===== config.mk =====
export PLATFORM = sky130hd
export DESIGN_NAME = osc_pair_cmp
export DESIGN_NICKNAME = d
export VERILOG_FILES = /design/src/rtl/osc_pair_cmp.sv
export SDC_FILE = /design/constraint.sdc
export NUM_CORES = 1
export LEC_CHECK = 0
export ABC_AREA = 1
export CAP_MARGIN = 25
export CORE_ASPECT_RATIO = 1.1
export CORE_MARGIN = 3
export CORE_UTILIZATION = 49
export DETAILED_ROUTE_END_ITERATION = 6
export GPL_TIMING_DRIVEN = 0
export PLACE_DENSITY = 0.74
export SLEW_MARGIN = 20
export SYNTH_ARGS = -nofsm -noshare
export SYNTH_HDL_FRONTEND = slang
export SYNTH_SLANG_ARGS = --single-unit

===== constraint.sdc =====
create_clock -name I_clk -period 2.5 [get_ports I_clk]
set_input_delay 0.375 -clock I_clk [delete_from_list [all_inputs] [get_ports I_clk]]
set_output_delay 0.375 -clock I_clk [all_outputs]
set_load 0.02 [all_outputs]

===== src/rtl/osc_pair_cmp.sv =====
// Ring-oscillator pair comparator: times a counting window per pair, compares the frozen counts
// and assembles a C_NBITS PUF response. Optional PUF_MARGIN_MASK_EN adds an O_mask reliability word.
module osc_pair_cmp #(
  parameter int C_DWIDTH = 24,
  parameter int C_WINDOW = 4096,
  parameter int C_SETTLE = 4,
  parameter int C_NBITS  = 32,
  parameter int C_SELW   = 5,
  parameter int C_MARGIN = 16
) (
  input  logic                I_clk,
  input  logic                I_rst,
  input  logic                I_start,
  input  logic [C_DWIDTH-1:0] I_count_a,
  input  logic [C_DWIDTH-1:0] I_count_b,
  output logic                O_osc_rst_n,
  output logic [C_SELW-1:0]   O_sel,
  output logic                O_busy,
  output logic [C_NBITS-1:0]  O_resp,
  output logic                O_valid,
  input  logic                I_ready
`ifdef PUF_MARGIN_MASK_EN
  ,output logic [C_NBITS-1:0] O_mask
`endif
);

  typedef enum logic [2:0] {IDLE, RUN, SETTLE, CMP, DONE} state_t;

  localparam int CMAX = (C_WINDOW > C_SETTLE) ? C_WINDOW : C_SETTLE;
  localparam int CW   = $clog2(CMAX);

  state_t              state, nxt;
  logic [CW-1:0]       cnt;
  logic [C_DWIDTH-1:0] a_q, b_q;
  logic                win_last, set_last, sel_last;
  logic                accept, sample, fire, bit_val;

  assign win_last = (cnt == CW'(C_WINDOW - 1));
  assign set_last = (cnt == CW'(C_SETTLE - 1));
  assign sel_last = (O_sel == C_SELW'(C_NBITS - 1));

  always_ff @(posedge I_clk or negedge I_rst)
    if (!I_rst) state <= IDLE;
    else        state <= nxt;

  // IDLE with busy already set is the one-cycle arm slot between start accept and the first window.
  always_comb begin
    nxt = state;
    case (state)
      IDLE:    if (O_busy)   nxt = RUN;
      RUN:     if (win_last) nxt = SETTLE;
      SETTLE:  if (set_last) nxt = CMP;
      CMP:     nxt = sel_last ? DONE : RUN;
      DONE:    if (I_ready)  nxt = IDLE;
      default: nxt = IDLE;
    endcase
  end

  always_comb begin
    accept  = 1'b0;
    sample  = 1'b0;
    fire    = 1'b0;
    bit_val = 1'b0;
    case (state)
      IDLE:    accept = I_start && !O_busy;
      SETTLE:  sample = set_last;
      CMP:     begin fire = 1'b1; bit_val = (a_q > b_q); end
      default: ;
    endcase
  end

  always_ff @(posedge I_clk or negedge I_rst) begin
    if (!I_rst) begin
      cnt         <= '0;
      a_q         <= '0;
      b_q         <= '0;
      O_osc_rst_n <= 1'b0;
      O_sel       <= '0;
      O_busy      <= 1'b0;
      O_resp      <= '0;
      O_valid     <= 1'b0;
    end else begin
      if (nxt != state)                       cnt <= '0;
      else if (state == RUN || state == SETTLE) cnt <= cnt + CW'(1);
      O_osc_rst_n <= (nxt == RUN);
      O_valid     <= (nxt == DONE);
      if (accept)           O_busy <= 1'b1;
      else if (nxt == DONE) O_busy <= 1'b0;
      if (sample) begin
        a_q <= I_count_a;
        b_q <= I_count_b;
      end
      if (accept) begin
        O_sel  <= '0;
        O_resp <= '0;
      end else if (fire) begin
        for (int i = 0; i < C_NBITS; i++)
          if (O_sel == C_SELW'(i)) O_resp[i] <= bit_val;
        // Select moves while both counters are still held in reset.
        if (!sel_last) O_sel <= O_sel + C_SELW'(1);
      end
    end
  end

`ifdef PUF_MARGIN_MASK_EN
  logic [C_DWIDTH-1:0] diff;
  assign diff = (a_q > b_q) ? (a_q - b_q) : (b_q - a_q);

  always_ff @(posedge I_clk or negedge I_rst) begin
    if (!I_rst) O_mask <= '0;
    else if (accept) O_mask <= '0;
    else if (fire) begin
      for (int i = 0; i < C_NBITS; i++)
        if (O_sel == C_SELW'(i)) O_mask[i] <= (diff < C_DWIDTH'(C_MARGIN));
    end
  end
`endif

endmodule


======== After elaboration in Yosys (flattened, before gate mapping) ========
Index checks and enable logic that the tools add are counted.
cells by class
  mux-type cells .......................... 51
  order comparisons ....................... 1
  eq/ne operators ......................... 41
  add/sub/neg operators ................... 2
  reduce and logical (&&, ||, !) cells .... 73
operators with widths
  cell                   count
  $eq 5x5->1 const B     16
  $reduce_bool 2->1      35
  $reduce_and 2->1       33
  $mux 32                2
  $eq 5x4->1 const B     8
  $mux 1                 38
  $gt 24x24->1           1
  $mux 12                2
  $eq 5x3->1 const B     4
  $mux 3                 5
  $mux 5                 3
  $pmux 3 s5             1
  $add 12x1->12 const B  1
  $eq 12x12->1 const B   1
  $eq 12x2->1 const B    1
  $eq 5x2->1 const B     2
  $eq 3x1->1 const B     2
  $eq 3x2->1 const B     2
  $eq 3x3->1 const B     2
  $add 5x1->5 const B    1
  $eq 5x1->1 const B     1
  $logic_not 5->1        1
  $logic_not 3->1        1
  $ne 3x3->1             1
  4 further kinds        4
storage, ports and cells
  logic and storage cells ................. 208
  output and inout bits ................... 40
  input bits .............................. 52
  register bits after elaboration ......... 103

======== Longest topological paths before layout ========
  depth in word-level cells ............... 6
  mapped depth ............................ 14
  depth with buffers taken out ............ 13

======== Worst setup path before layout ========
OpenSTA, ideal clock, no wires.
  kind .................................... flip-flop to flip-flop
  start ................................... reg O_sel[1]
  end ..................................... reg cnt[6]
  arrival ................................. 1802 ps
  library setup time ...................... 122 ps
  setup slack ............................. 575 ps
  cell stages (with the launch flop) ...... 15
  cells stage by stage .................... dfrtp_1 > ha_1 > inv_1 > nor2_1 > ha_1 > inv_1 > nand2_2 > nand2_2 > inv_2 > nand3_2 > nand2_1 > nand2_1 > nand2_2 > buf_6 > nor2_2
between the ends
  longest elaborated chain between the ends .. 5
  elaborated cells between the ends (all ways) .. 6
  classes of those cells .................. eq/ne (2); mux (3); reduce/logical (1)
ends and longest elaborated chain
  what                                                 RTL line  text
  start: declaration                                   17        output logic [C_SELW-1:0] O_sel,
  start signal: assignment                             100       if (!sel_last) O_sel <= O_sel + C_SELW'(1);
  $eq 5x5->1 *                                         40        assign sel_last = (O_sel == C_SELW'(C_NBITS - 1));
  $mux 3 *                                             53        CMP: nxt = sel_last ? DONE : RUN;
  $pmux 3 s5 *                                         49        case (state)
  named net nxt[0]                                     32        state_t state, nxt;
  $ne 3x3->1 *                                         83        if (nxt != state) cnt <= '0;
  $mux 12 / $reduce_bool 2->1 (equally long branches)  -
  end signal: assignment                               84        else if (state == RUN || state == SETTLE) cnt <= cnt + CW'(1);
  end: declaration                                     33        logic [CW-1:0] cnt;
Mark *: on every way through the listed nets, which the timed path passes. The rest lies on a longest branch.
A chain may end at the register's enable or synchronous reset.

======== Worst setup path in the final report ========
Ends and elaborated chain as after synthesis.

==> impl_metrics.csv <==
group,metric,value,unit
timing,hold_ws,479.3,ps
worst_setup_path,end_kind,"flip-flop",
place,hpwl,8.821,mm
pwr,seq_power_share,44.4,%
synthesis,yosysTopAreaCellShare,46.55,%
floorplanning,dieArea,12610,µm²
pwr,ir_drop,0.3053,mV
synthesis,synthMostInstantiatedCell,"nand2_1",
cells_and_area,area_growth,25.88,%
cells_and_area,drive_gt1_share,16.32,%
route,via_count,4292,
pwr,p_per_area,608.7,nW/µm²
global_routing,track_usage,19.42,%
place,placed_area,6660,µm²
global_routing,grt_pass1_vias,4261,
timing,fin_crit,2135,ps
place,place_congestion,0.8785,
cts,cts_setup_buffers,0,
cts,cts_buffers,9,
synthesis,ys_top_cells_by_count,"128 x nand2_1, 103 x dfrtp_1, 67 x inv_1, 47 x nand3_1",
pwr,p_comb_share,21.7,%
route,dr.pass1.iters,5,
synthesis,synth_nets,691,
cts,cts_buffer_depth,2,
timing,slew_headroom,66.57,%
pwr,p_int,2.987,mW
timing,worstMarginPinSlew,501.5,ps
cts,root_buffer,"clkbuf_16",
cts,cts_tree,"yes",
global_routing,grt_pass1_wl,19.85,mm
route,drt_wl_total,11.79,mm
synthesis,synth_edf_count,0,
cts,cts_sinks,103,
synthesis,ys.flop_type,"dfrtp_1",
timing,fin_crit_sh,85.41,%
timing,fin_ws,364.8,ps
pwr,p_leak,3.546,nW
floorplanning,core,10960,µm²
global_routing,grt_max_degree,53,
synthesis,synthArstFlopShare,100.0,%
timing,setup-violations-final,0,
timing,slew_viol_final,0,
pwr,swShare,29.58,%
worst_setup_path,worstPathMaxFanout,10,
synthesis,syn_inst,608,
outcome,status,"completed",
floorplanning,num_io_pins,92,
timing,fmax,468.3,MHz
global_routing,grt_overflow,0,
timing,rsz0062_at_grt,"no",
route,drc,0,
route,vias_per_cell,4.968,
cts,htree_levels,3,
route,antenna_left,0,
worst_setup_path,worstSetupPathType,"reg -> reg",
floorplanning,dieHeight,117.5,µm
worst_setup_path,cp_data_required_time,2740,ps
pwr,pwr-share-clk,34.0,%
cts,clk_latency,350,ps
cts,path_clk_slew,70,ps
route,dr.first_iter.drc_count,193,
synthesis,synth_area_leaders,"dfrtp_1 47%, nand2_1 8.7%, ha_1 7.0%",
synthesis,ys_seq_area_share,46.55,%
pwr,switchingPower,1.255,mW
route,wire_per_inst,13.65,µm
cells_and_area,antenna_cells,0,
hold_path,hold_path_class,"reg -> reg",
worst_setup_path,arrival,2370,ps
job,drv_cap,0,
timing,finalClockSkew,9.454,ps
floorplanning,rows,40,
synthesis,yosys.area.top_type,"dfrtp_1",
synthesis,synth_cell_types,29,
cells_and_area,final_area,6969,µm²
floorplanning,die_w,107.4,µm
timing,setup_tns,0,ps
place,dp_slack,384.8,ps
timing,hold_viol_final,0,
cells_and_area,nets,795,
global_routing,antenna_found_initial,0,
synthesis,yosys_warnings,0,
floorplanning,start_util,50.51,%
worst_setup_path,critPathLaunchType,"flip-flop",
synthesis,syn_area,5537,µm²
synthesis,ys_seq_elements,103,
synthesis,avgSynthCellArea,9.106,µm²
place,port_buffers,91,
[registers in the layout, indices dropped and copies added (netlist names)]
name and flops:
O_busy 1, O_osc_rst_n 1, O_resp 32, O_sel 5
O_valid 1, a_q 24, b_q 24, cnt 12
state 3
[worst paths after layout]
kind                                   startpoint  cells after the start  slack, ps                      to
min in group asynchronous                   I_rst                      2        540     a_q[19]$_DFFE_PN0P_
max reg2reg                  O_sel[1]$_DFFE_PN0P_                     14        360      cnt[6]$_DFFE_PN0P_
min                        O_resp[23]$_DFFE_PN0P_                      2        480  O_resp[23]$_DFFE_PN0P_
max in group asynchronous                   I_rst                      3       1330      cnt[7]$_DFFE_PN0P_
min reg2reg                O_resp[23]$_DFFE_PN0P_                      2        480  O_resp[23]$_DFFE_PN0P_
max                          O_sel[1]$_DFFE_PN0P_                     14        360      cnt[6]$_DFFE_PN0P_
[repair_timing]
action | 4_1_cts | 5_1_grt
hold endpoints to repair | 45 | 0
hold buffers | 1 | 0
resized for setup | 0 | 0
endpoints found under the setup margin | 0 | 0
[power by group through the flow]
stage                     sequential [mW]  combinational, mW  clock [mW]
final                                1.88              0.919        1.44
after global routing                 1.90               1.04        1.53
after CTS                            1.88              0.931        1.47
after detailed placement             1.91              0.918           0
after global placement               1.91              0.881           0
after floorplan                      1.93              0.554           0
[worst max-delay path, cell delays in order, from the launching register on]
cell and delay, ps:
dfrtp_1 430, ha_1 200, inv_1 110, nor2_1 200
ha_1 240, inv_1 70, nand2_2 120, nand2_2 60
inv_2 60, nand3_2 100, nand2_1 70, nand2_1 60
nand2_2 80, buf_6 180, nor2_2 40
[stage by stage]
step | total power [mW] | std cells | util [%]
after floorplan | 2.484 | 608 | -
after global placement | 2.787 | 846 | 60.50
after detailed placement | 2.829 | 847 | 60.76
after CTS | 4.280 | 864 | 63.58
after global routing | 4.462 | 864 | 63.58
final | 4.242 | 864 | 63.58
[layout by cell type (no fill, tap or decap), types with 3 or more instances in the layout]
master	instances
nand3_1	47
buf_2	13
inv_2	7
nor2_4	4
ha_1	31
buf_6	5
nor2_2	13
a21oi_1	40
clkinv_1	24
mux2_4	20
nor3_1	3
clkdlybuf4s50_1	90
xor2_1	5
nor2_1	40
o21ai_0	8
nand2_1	128
mux2_2	28
nand4_1	3
inv_1	67
dfrtp_1	103
nand2_2	8
clkbuf_16	9
[layout make-up]
type / instances / area [µm²]
Buffer: 17 / 110.1
Fill cell: 899 / 3991
Inverter: 98 / 367.9
Timing Repair Buffer: 93 / 949.7
Multi-Input combinational cell: 390 / 2481
Clock inverter: 4 / 52.55
Clock buffer: 12 / 246.5
Tap cell: 147 / 183.9
Sequential cell: 103 / 2577
[per-layer routing]
metal  routed length (µm)  track usage [%]  share of wire [%]  vias up
met2                 5964            32.86                 51       95
met3                  548            3.072                4.6       18
li1                     -                -                  -     2140
met5                    0                0                  0        -
met4                  184            5.919                1.6        0
met1                 5095            25.62                 43     2039
[cells by family after synthesis]
logic type / share of synthesized area, %
buffers and inverters: 8.633
AO/OA/AOI/OAI: 4.994
adder cells (fa/ha/maj): 7.006
flip-flops: 46.55
multiplexers: 11.12
XOR/XNOR: 1.107
AND/OR/NAND/NOR: 20.59
No activity file was read; power rests on OpenSTA's default activity.
